### src/rtl/uart_bus_master_if.sv
// Host byte-stream (rx/tx) and single-word memif request/response signals
// for the UART bus master.
interface uart_bus_master_if;
  logic        rx_valid;
  logic [7:0]  rx_data;
  logic        rx_ready;
  logic        tx_valid;
  logic [7:0]  tx_data;
  logic        tx_ready;
  logic        memif_req;
  logic        memif_gnt;
  logic        memif_wen;
  logic [3:0]  memif_strb;
  logic [31:0] memif_addr;
  logic [31:0] memif_wdata;
  logic [31:0] memif_rdata;
  logic        memif_error;

  modport master (
    input  rx_valid, rx_data, tx_ready, memif_gnt, memif_rdata, memif_error,
    output rx_ready, tx_valid, tx_data, memif_req, memif_wen, memif_strb,
           memif_addr, memif_wdata
  );

  modport slave (
    output rx_valid, rx_data, tx_ready, memif_gnt, memif_rdata, memif_error,
    input  rx_ready, tx_valid, tx_data, memif_req, memif_wen, memif_strb,
           memif_addr, memif_wdata
  );
endinterface

### src/rtl/uart_bus_master.sv
// Byte-stream bus initiator: parses R/W command frames from the host, issues one
// memif word access per frame and streams back status (and read data).
module uart_bus_master #(
  parameter int unsigned TIMEOUT_CYCLES = 1_000_000,
  parameter logic [7:0]  CMD_RD         = 8'h52,
  parameter logic [7:0]  CMD_WR         = 8'h57
) (
  input  logic               g_clk,
  input  logic               g_reset,
  output logic               g_clk_req,
  output logic               timeout,
  uart_bus_master_if.master  bus
);

  typedef enum logic [2:0] {
    S_IDLE, S_ADDR, S_WDATA, S_REQ, S_RSP, S_TX_STAT, S_TX_DATA
  } state_e;

  localparam logic [31:0] TMO_LAST = 32'(TIMEOUT_CYCLES - 1);

  state_e      state_q, state_d;
  logic [1:0]  idx_q, idx_d;
  logic        is_wr_q, is_wr_d;
  logic [31:0] addr_q, addr_d;
  logic [31:0] wdata_q, wdata_d;
  logic [31:0] rdata_q, rdata_d;
  logic [31:0] tmo_q, tmo_d;
  logic [7:0]  status_q, status_d;
  logic        rx_fire, tx_fire, in_frame;

  // rx_ready/g_clk_req depend on IDLE, so they are forced low while reset is held
  assign bus.rx_ready  = !g_reset && (state_q == S_IDLE || state_q == S_ADDR ||
                                      state_q == S_WDATA);
  assign bus.tx_valid  = (state_q == S_TX_STAT) || (state_q == S_TX_DATA);
  assign bus.tx_data   = (state_q == S_TX_STAT) ? status_q :
                         (state_q == S_TX_DATA) ? rdata_q[7:0] : 8'h00;
  assign bus.memif_req   = (state_q == S_REQ);
  assign bus.memif_wen   = bus.memif_req && is_wr_q;
  assign bus.memif_strb  = {4{bus.memif_req}};
  assign bus.memif_addr  = addr_q;
  assign bus.memif_wdata = wdata_q;
  assign g_clk_req = !g_reset && ((state_q != S_IDLE) || bus.rx_valid);

  assign rx_fire  = bus.rx_valid && bus.rx_ready;
  assign tx_fire  = bus.tx_valid && bus.tx_ready;
  assign in_frame = (state_q == S_ADDR) || (state_q == S_WDATA);
  // An accepted byte on the limit cycle beats the timeout
  assign timeout  = in_frame && !rx_fire && (tmo_q == TMO_LAST);

  always_ff @(posedge g_clk or posedge g_reset) begin
    if (g_reset) begin
      state_q  <= S_IDLE;
      idx_q    <= '0;
      is_wr_q  <= 1'b0;
      addr_q   <= '0;
      wdata_q  <= '0;
      rdata_q  <= '0;
      tmo_q    <= '0;
      status_q <= '0;
    end else begin
      state_q  <= state_d;
      idx_q    <= idx_d;
      is_wr_q  <= is_wr_d;
      addr_q   <= addr_d;
      wdata_q  <= wdata_d;
      rdata_q  <= rdata_d;
      tmo_q    <= tmo_d;
      status_q <= status_d;
    end
  end

  always_comb begin
    state_d  = state_q;
    idx_d    = idx_q;
    is_wr_d  = is_wr_q;
    addr_d   = addr_q;
    wdata_d  = wdata_q;
    rdata_d  = rdata_q;
    tmo_d    = tmo_q;
    status_d = status_q;
    case (state_q)
      S_IDLE: begin
        tmo_d = '0;
        idx_d = '0;
        if (rx_fire) begin
          if (bus.rx_data == CMD_RD || bus.rx_data == CMD_WR) begin
            is_wr_d = (bus.rx_data == CMD_WR);
            state_d = S_ADDR;
          end else begin
            status_d = 8'hFF;
            state_d  = S_TX_STAT;
          end
        end
      end
      S_ADDR, S_WDATA: begin
        if (rx_fire) begin
          tmo_d = '0;
          idx_d = idx_q + 2'd1;
          // Little-endian fields: shift each byte in from the top
          if (state_q == S_ADDR) addr_d  = {bus.rx_data, addr_q[31:8]};
          else                   wdata_d = {bus.rx_data, wdata_q[31:8]};
          if (idx_q == 2'd3) begin
            if (state_q == S_ADDR && is_wr_q) begin
              state_d = S_WDATA;
            end else if (addr_d[1:0] != 2'b00) begin
              status_d = 8'h02;
              state_d  = S_TX_STAT;
            end else begin
              state_d = S_REQ;
            end
          end
        end else if (timeout) begin
          state_d = S_IDLE;
          tmo_d   = '0;
        end else begin
          tmo_d = tmo_q + 32'd1;
        end
      end
      S_REQ: begin
        if (bus.memif_gnt) state_d = S_RSP;
      end
      S_RSP: begin
        rdata_d  = bus.memif_rdata;
        status_d = bus.memif_error ? 8'h01 : 8'h00;
        state_d  = S_TX_STAT;
      end
      S_TX_STAT: begin
        if (tx_fire) begin
          idx_d   = '0;
          state_d = (!is_wr_q && status_q == 8'h00) ? S_TX_DATA : S_IDLE;
        end
      end
      S_TX_DATA: begin
        if (tx_fire) begin
          rdata_d = {8'h00, rdata_q[31:8]};
          idx_d   = idx_q + 2'd1;
          if (idx_q == 2'd3) state_d = S_IDLE;
        end
      end
      default: state_d = S_IDLE;
    endcase
  end

endmodule

### src/flat_wrapper.sv
// flat-port wrapper written by rule: the top's interface ports become plain ports
module uart_bus_master_flat 
#(
  parameter int unsigned TIMEOUT_CYCLES = 1_000_000,
  parameter logic [7:0]  CMD_RD         = 8'h52,
  parameter logic [7:0]  CMD_WR         = 8'h57
)
  (g_clk, g_reset, g_clk_req, timeout, bus_rx_valid, bus_rx_data, bus_tx_ready, bus_memif_gnt, bus_memif_rdata, bus_memif_error, bus_rx_ready, bus_tx_valid, bus_tx_data, bus_memif_req, bus_memif_wen, bus_memif_strb, bus_memif_addr, bus_memif_wdata);
  uart_bus_master_if bus_i ();
  input  logic g_clk;
  input  logic g_reset;
  output logic g_clk_req;
  output logic timeout;
  input wire logic [$bits(bus_i.rx_valid)-1:0] bus_rx_valid;
  input wire logic [$bits(bus_i.rx_data)-1:0] bus_rx_data;
  input wire logic [$bits(bus_i.tx_ready)-1:0] bus_tx_ready;
  input wire logic [$bits(bus_i.memif_gnt)-1:0] bus_memif_gnt;
  input wire logic [$bits(bus_i.memif_rdata)-1:0] bus_memif_rdata;
  input wire logic [$bits(bus_i.memif_error)-1:0] bus_memif_error;
  output wire logic [$bits(bus_i.rx_ready)-1:0] bus_rx_ready;
  output wire logic [$bits(bus_i.tx_valid)-1:0] bus_tx_valid;
  output wire logic [$bits(bus_i.tx_data)-1:0] bus_tx_data;
  output wire logic [$bits(bus_i.memif_req)-1:0] bus_memif_req;
  output wire logic [$bits(bus_i.memif_wen)-1:0] bus_memif_wen;
  output wire logic [$bits(bus_i.memif_strb)-1:0] bus_memif_strb;
  output wire logic [$bits(bus_i.memif_addr)-1:0] bus_memif_addr;
  output wire logic [$bits(bus_i.memif_wdata)-1:0] bus_memif_wdata;
  assign bus_i.rx_valid = bus_rx_valid;
  assign bus_i.rx_data = bus_rx_data;
  assign bus_i.tx_ready = bus_tx_ready;
  assign bus_i.memif_gnt = bus_memif_gnt;
  assign bus_i.memif_rdata = bus_memif_rdata;
  assign bus_i.memif_error = bus_memif_error;
  assign bus_rx_ready = bus_i.rx_ready;
  assign bus_tx_valid = bus_i.tx_valid;
  assign bus_tx_data = bus_i.tx_data;
  assign bus_memif_req = bus_i.memif_req;
  assign bus_memif_wen = bus_i.memif_wen;
  assign bus_memif_strb = bus_i.memif_strb;
  assign bus_memif_addr = bus_i.memif_addr;
  assign bus_memif_wdata = bus_i.memif_wdata;
  uart_bus_master #(.TIMEOUT_CYCLES(TIMEOUT_CYCLES), .CMD_RD(CMD_RD), .CMD_WR(CMD_WR)) u_core (.g_clk(g_clk), .g_reset(g_reset), .g_clk_req(g_clk_req), .timeout(timeout), .bus(bus_i));
endmodule
### config.mk
export PLATFORM = sky130hd
export DESIGN_NAME = uart_bus_master_flat
export DESIGN_NICKNAME = d
export VERILOG_FILES = /design/src/rtl/uart_bus_master_if.sv /design/src/rtl/uart_bus_master.sv /design/src/flat_wrapper.sv
export SDC_FILE = /design/constraint.sdc
export NUM_CORES = 1
export LEC_CHECK = 0
export CAP_MARGIN = 25
export CORE_MARGIN = 2
export CORE_UTILIZATION = 31
export DETAILED_ROUTE_END_ITERATION = 8
export SLEW_MARGIN = 20
export SYNTH_ARGS = -nofsm -noshare
export SYNTH_HDL_FRONTEND = slang
export SYNTH_SLANG_ARGS = --single-unit
### constraint.sdc
create_clock -name g_clk -period 6.43 [get_ports g_clk]
set_input_delay 0.9645 -clock g_clk [delete_from_list [all_inputs] [get_ports g_clk]]
set_output_delay 0.9645 -clock g_clk [all_outputs]
set_load 0.005 [all_outputs]
==> run summary <==
DRC Markers - 0
run status - complete, no violations
switch share - 31.36%
Mapped Cells - 539
IO Port Bufs - 127
Slew HR - 47.21%
fin. max-slew vios - 0
fmax - 0.2419 GHz
routed wire length - 14810 um
CTS Hold Buffers Added - 0
worst hold path class - register to register
P_int - 2367 uW
Final Hold Violating Endpoints - 0
Clock Tree Root - clkbuf_16
Crit path required time - 5.47 ns
CP endpoint kind - primary output
top_reg_cell synth - dfrtp_1
CP Class - input port to primary output
P_sw - 1081 uW
Synth Register Bits - 137
Compound-Gate Fraction of Synth Area - 7.753%
period utilization - 64.28%
worst clock skew - 0.007282 ns
worst reg-to-reg path cell count - 7
HPWL Detailed - 10430 um
Pleak - 0.003757 uW
synth top area cells - dfrtp_1 (55%), mux2_2 (11%), mux2i_1 (3.9%), xor2_1 (3.1%), nand2_1 (3.0%)
Setup Buffers After CTS - 0
wire per inst - 15.84 um
post-layout util - 42.65%
largest family of logic cells by synthesized area - multiplexers
ys async rst share - 100.0%
n_diodes - 0
IO Pins - 128
Peak VDD IR - 0.0002358 V
sequential power share - 38.9%
Hold Slack - 0.4874 ns
critical path endpoint - timeout
first-pass GRT wire length - 24700 um
Starting DRT DRC Count - 192
Via density - 4.747
GRT overflow - 0
CTS sink count - 137
share of the synthesized area in the top cell type - 55.03%
PwrDens - 412.7 nW/um2
area leader, netlist - dfrtp_1
critical path arrival - 3.17 ns
post-synthesis mux area share - 15.79%
crit path time final - 4.133 ns
worst reg2reg setup slack - 3.75 ns
share of cells above drive strength 1 - 16.42%
die area - 21250 um2
DR vias - 4438
RSZ-0062 raised after global routing - false
FP Rows - 51
CP Launch Point - g_reset
Tot Pwr - 3448 uW
combinational share of power - 32.6%
synthesized area - 6230 um2
H-tree Lvls - 4
GPL Wtd Cong - 0.7998
Worst Tran Pin Value - 0.7900 ns
router iterations before antenna repair - 4
Placed Area - 7762 um2
Tot GR Track Use - 14.37%
Ys Warns - 0
Reg clk slew, reported paths - 0.06 ns
post-cts resize count - 0
clk buf depth - 2
Max Cap Violations - 0
vias in the first global route - 4704
RR Startpoint - u_core.state_q[2]
maximum number of pins on one net before global-route repair - 81
simple-gate portion of the synthesized area - 14.00%
Antenna Nets Post-Route - 0
Vert. Die Dim - 145.8 um
worst-path fanout max - 14
Initial Util - 31.80%
FF-to-FF End - u_core.tmo_q[22]
final instance area - 8354 um2
Netlist cell types - 55
Core Footprint - 19590 um2
fin nets - 707
CTS Buf Count - 17
P&R area growth vs syn - 34.10%
Synth Net Count - 587
Horiz. Die Dim - 145.8 um
Clock Latency Late Sink - 0.42 ns
Setup violations, final - 0
Final TNS setup - 0 ns
EDFF count, synth - 0
Adder-Cell Fraction of Synth Area - 0.4017%
CTS tree - yes
clock network power share - 28.5%
Synth Area per Inst - 11.56 um2
xor and xnor area share after synthesis - 4.358%
post-synthesis sequential area ratio - 55.03%
initial antenna violation count - 0
Setup crit start kind - input port
## logic make-up after synthesis
| logic type | count (synthesis) |
|---|---|
| DFF | 137 |
| buffers and inverters | 36 |
| adders and majority gates | 2 |
| AOI/OAI and AO/OA | 74 |
| muxes | 90 |
| and+or+nand+nor | 169 |
| xor gates and xnor gates | 31 |
## how the worst min path moves through the flow
stage / start / to / slack (ns) / depth (start not counted)
CTS: u_core.rdata_q[23] / u_core.rdata_q[23] / 0.49 / 2
global route: u_core.rdata_q[9] / u_core.rdata_q[9] / 0.51 / 2
floorplan: u_core.rdata_q[10] / u_core.rdata_q[10] / 0.46 / 2
detailed placement: u_core.rdata_q[23] / u_core.rdata_q[23] / 0.48 / 2
global placement: u_core.rdata_q[23] / u_core.rdata_q[23] / 0.47 / 2
finish: u_core.rdata_q[23] / u_core.rdata_q[23] / 0.49 / 2
## stage by stage
step	instances	worst slack (ns)
after global placement	904	2.300
final	935	2.297
after CTS	935	2.324
after detailed placement	905	2.323
after floorplan	539	1.798
after global routing	935	2.074
## worst max-delay path: stages
cell	delay, ns
clkdlybuf4s50_1	0.53
nand2b_1	0.22
nor2_1	0.60
nor3_1	0.18
and2_1	0.22
clkdlybuf4s50_1	0.45
## layout by cell type (no fill, tap or decap), drive strengths merged, types with 3 or more instances in the layout
master and instances:
nand2b 3, nand4 13, and3 5, mux2i 24, buf 6, nor2 51, nor3 6, nor3b 4
mux2 66, bufinv 3, and4 4, nand2 51, xor2 22, nand3 8, clkdlybuf4s50 127, a22o 10
a21o 7, clkbuf 18, a22oi 4, and2 5, o21ai 29, clkinv 8, nor4 3, xnor2 9
a21oi 12, inv 4, dfrtp 137, nor2b 8
## Yosys cell counts, types with 2 or more instances
library cell and number:
dfrtp_1 137, nor4b_1 2, nor3_4 2, nor2b_1 8
nand4_2 2, and3_1 5, nor3b_1 3, nor2_1 49
and4_1 4, o21ai_0 2, nand2_1 50, and2_1 5
a311oi_1 2, xnor2_1 9, mux2_2 59, nand2b_1 3
inv_1 4, nor3_1 3, mux2_1 7, buf_2 13
a22o_1 10, nor4_1 3, clkbuf_1 9, o21ai_1 27
nor2_2 2, a22oi_1 4, ha_1 2, nand4_1 11
buf_1 6, a21o_1 7, buf_4 4, xor2_1 22
a21oi_1 11, mux2i_1 24, nand3_1 8
## power groups by stage
stage	Sequential (uW)	Combinational [uW]	Clock (uW)
after detailed placement	1360	1130	0
after floorplan	1280	662	0
after CTS	1340	1140	1000
after global placement	1340	1090	0
after global routing	1380	1240	1050
final	1340	1120	982
## per-layer routing
layer,vias up,wire (um),track usage (%)
met3,25,528,3.197
li1,2126,-,-
met5,-,0,0
met2,95,7474,23.99
met4,0,318,5.980
met1,2192,6493,18.01
## flip-flops by register name (all words and copies together), names as in the netlist
name                    count
u_core.bus.memif_addr      32
u_core.status_q             3
u_core.state_q              3
u_core.tmo_q               32
u_core.idx_q                2
u_core.rdata_q             32
u_core.is_wr_q              1
u_core.bus.memif_wdata     32
## layout make-up
| type | instances | area [um2] |
|---|---|---|
| Fill cell | 1804 | 11240 |
| Sequential cell | 137 | 3428 |
| Multi-Input combinational cell | 366 | 2646 |
| Timing Repair Buffer | 133 | 1336 |
| Clock buffer | 18 | 439.2 |
| Tap cell | 265 | 331.6 |
| Clock inverter | 12 | 152.6 |
| Inverter | 4 | 20.02 |
Power figures use the tool's default switching activity.
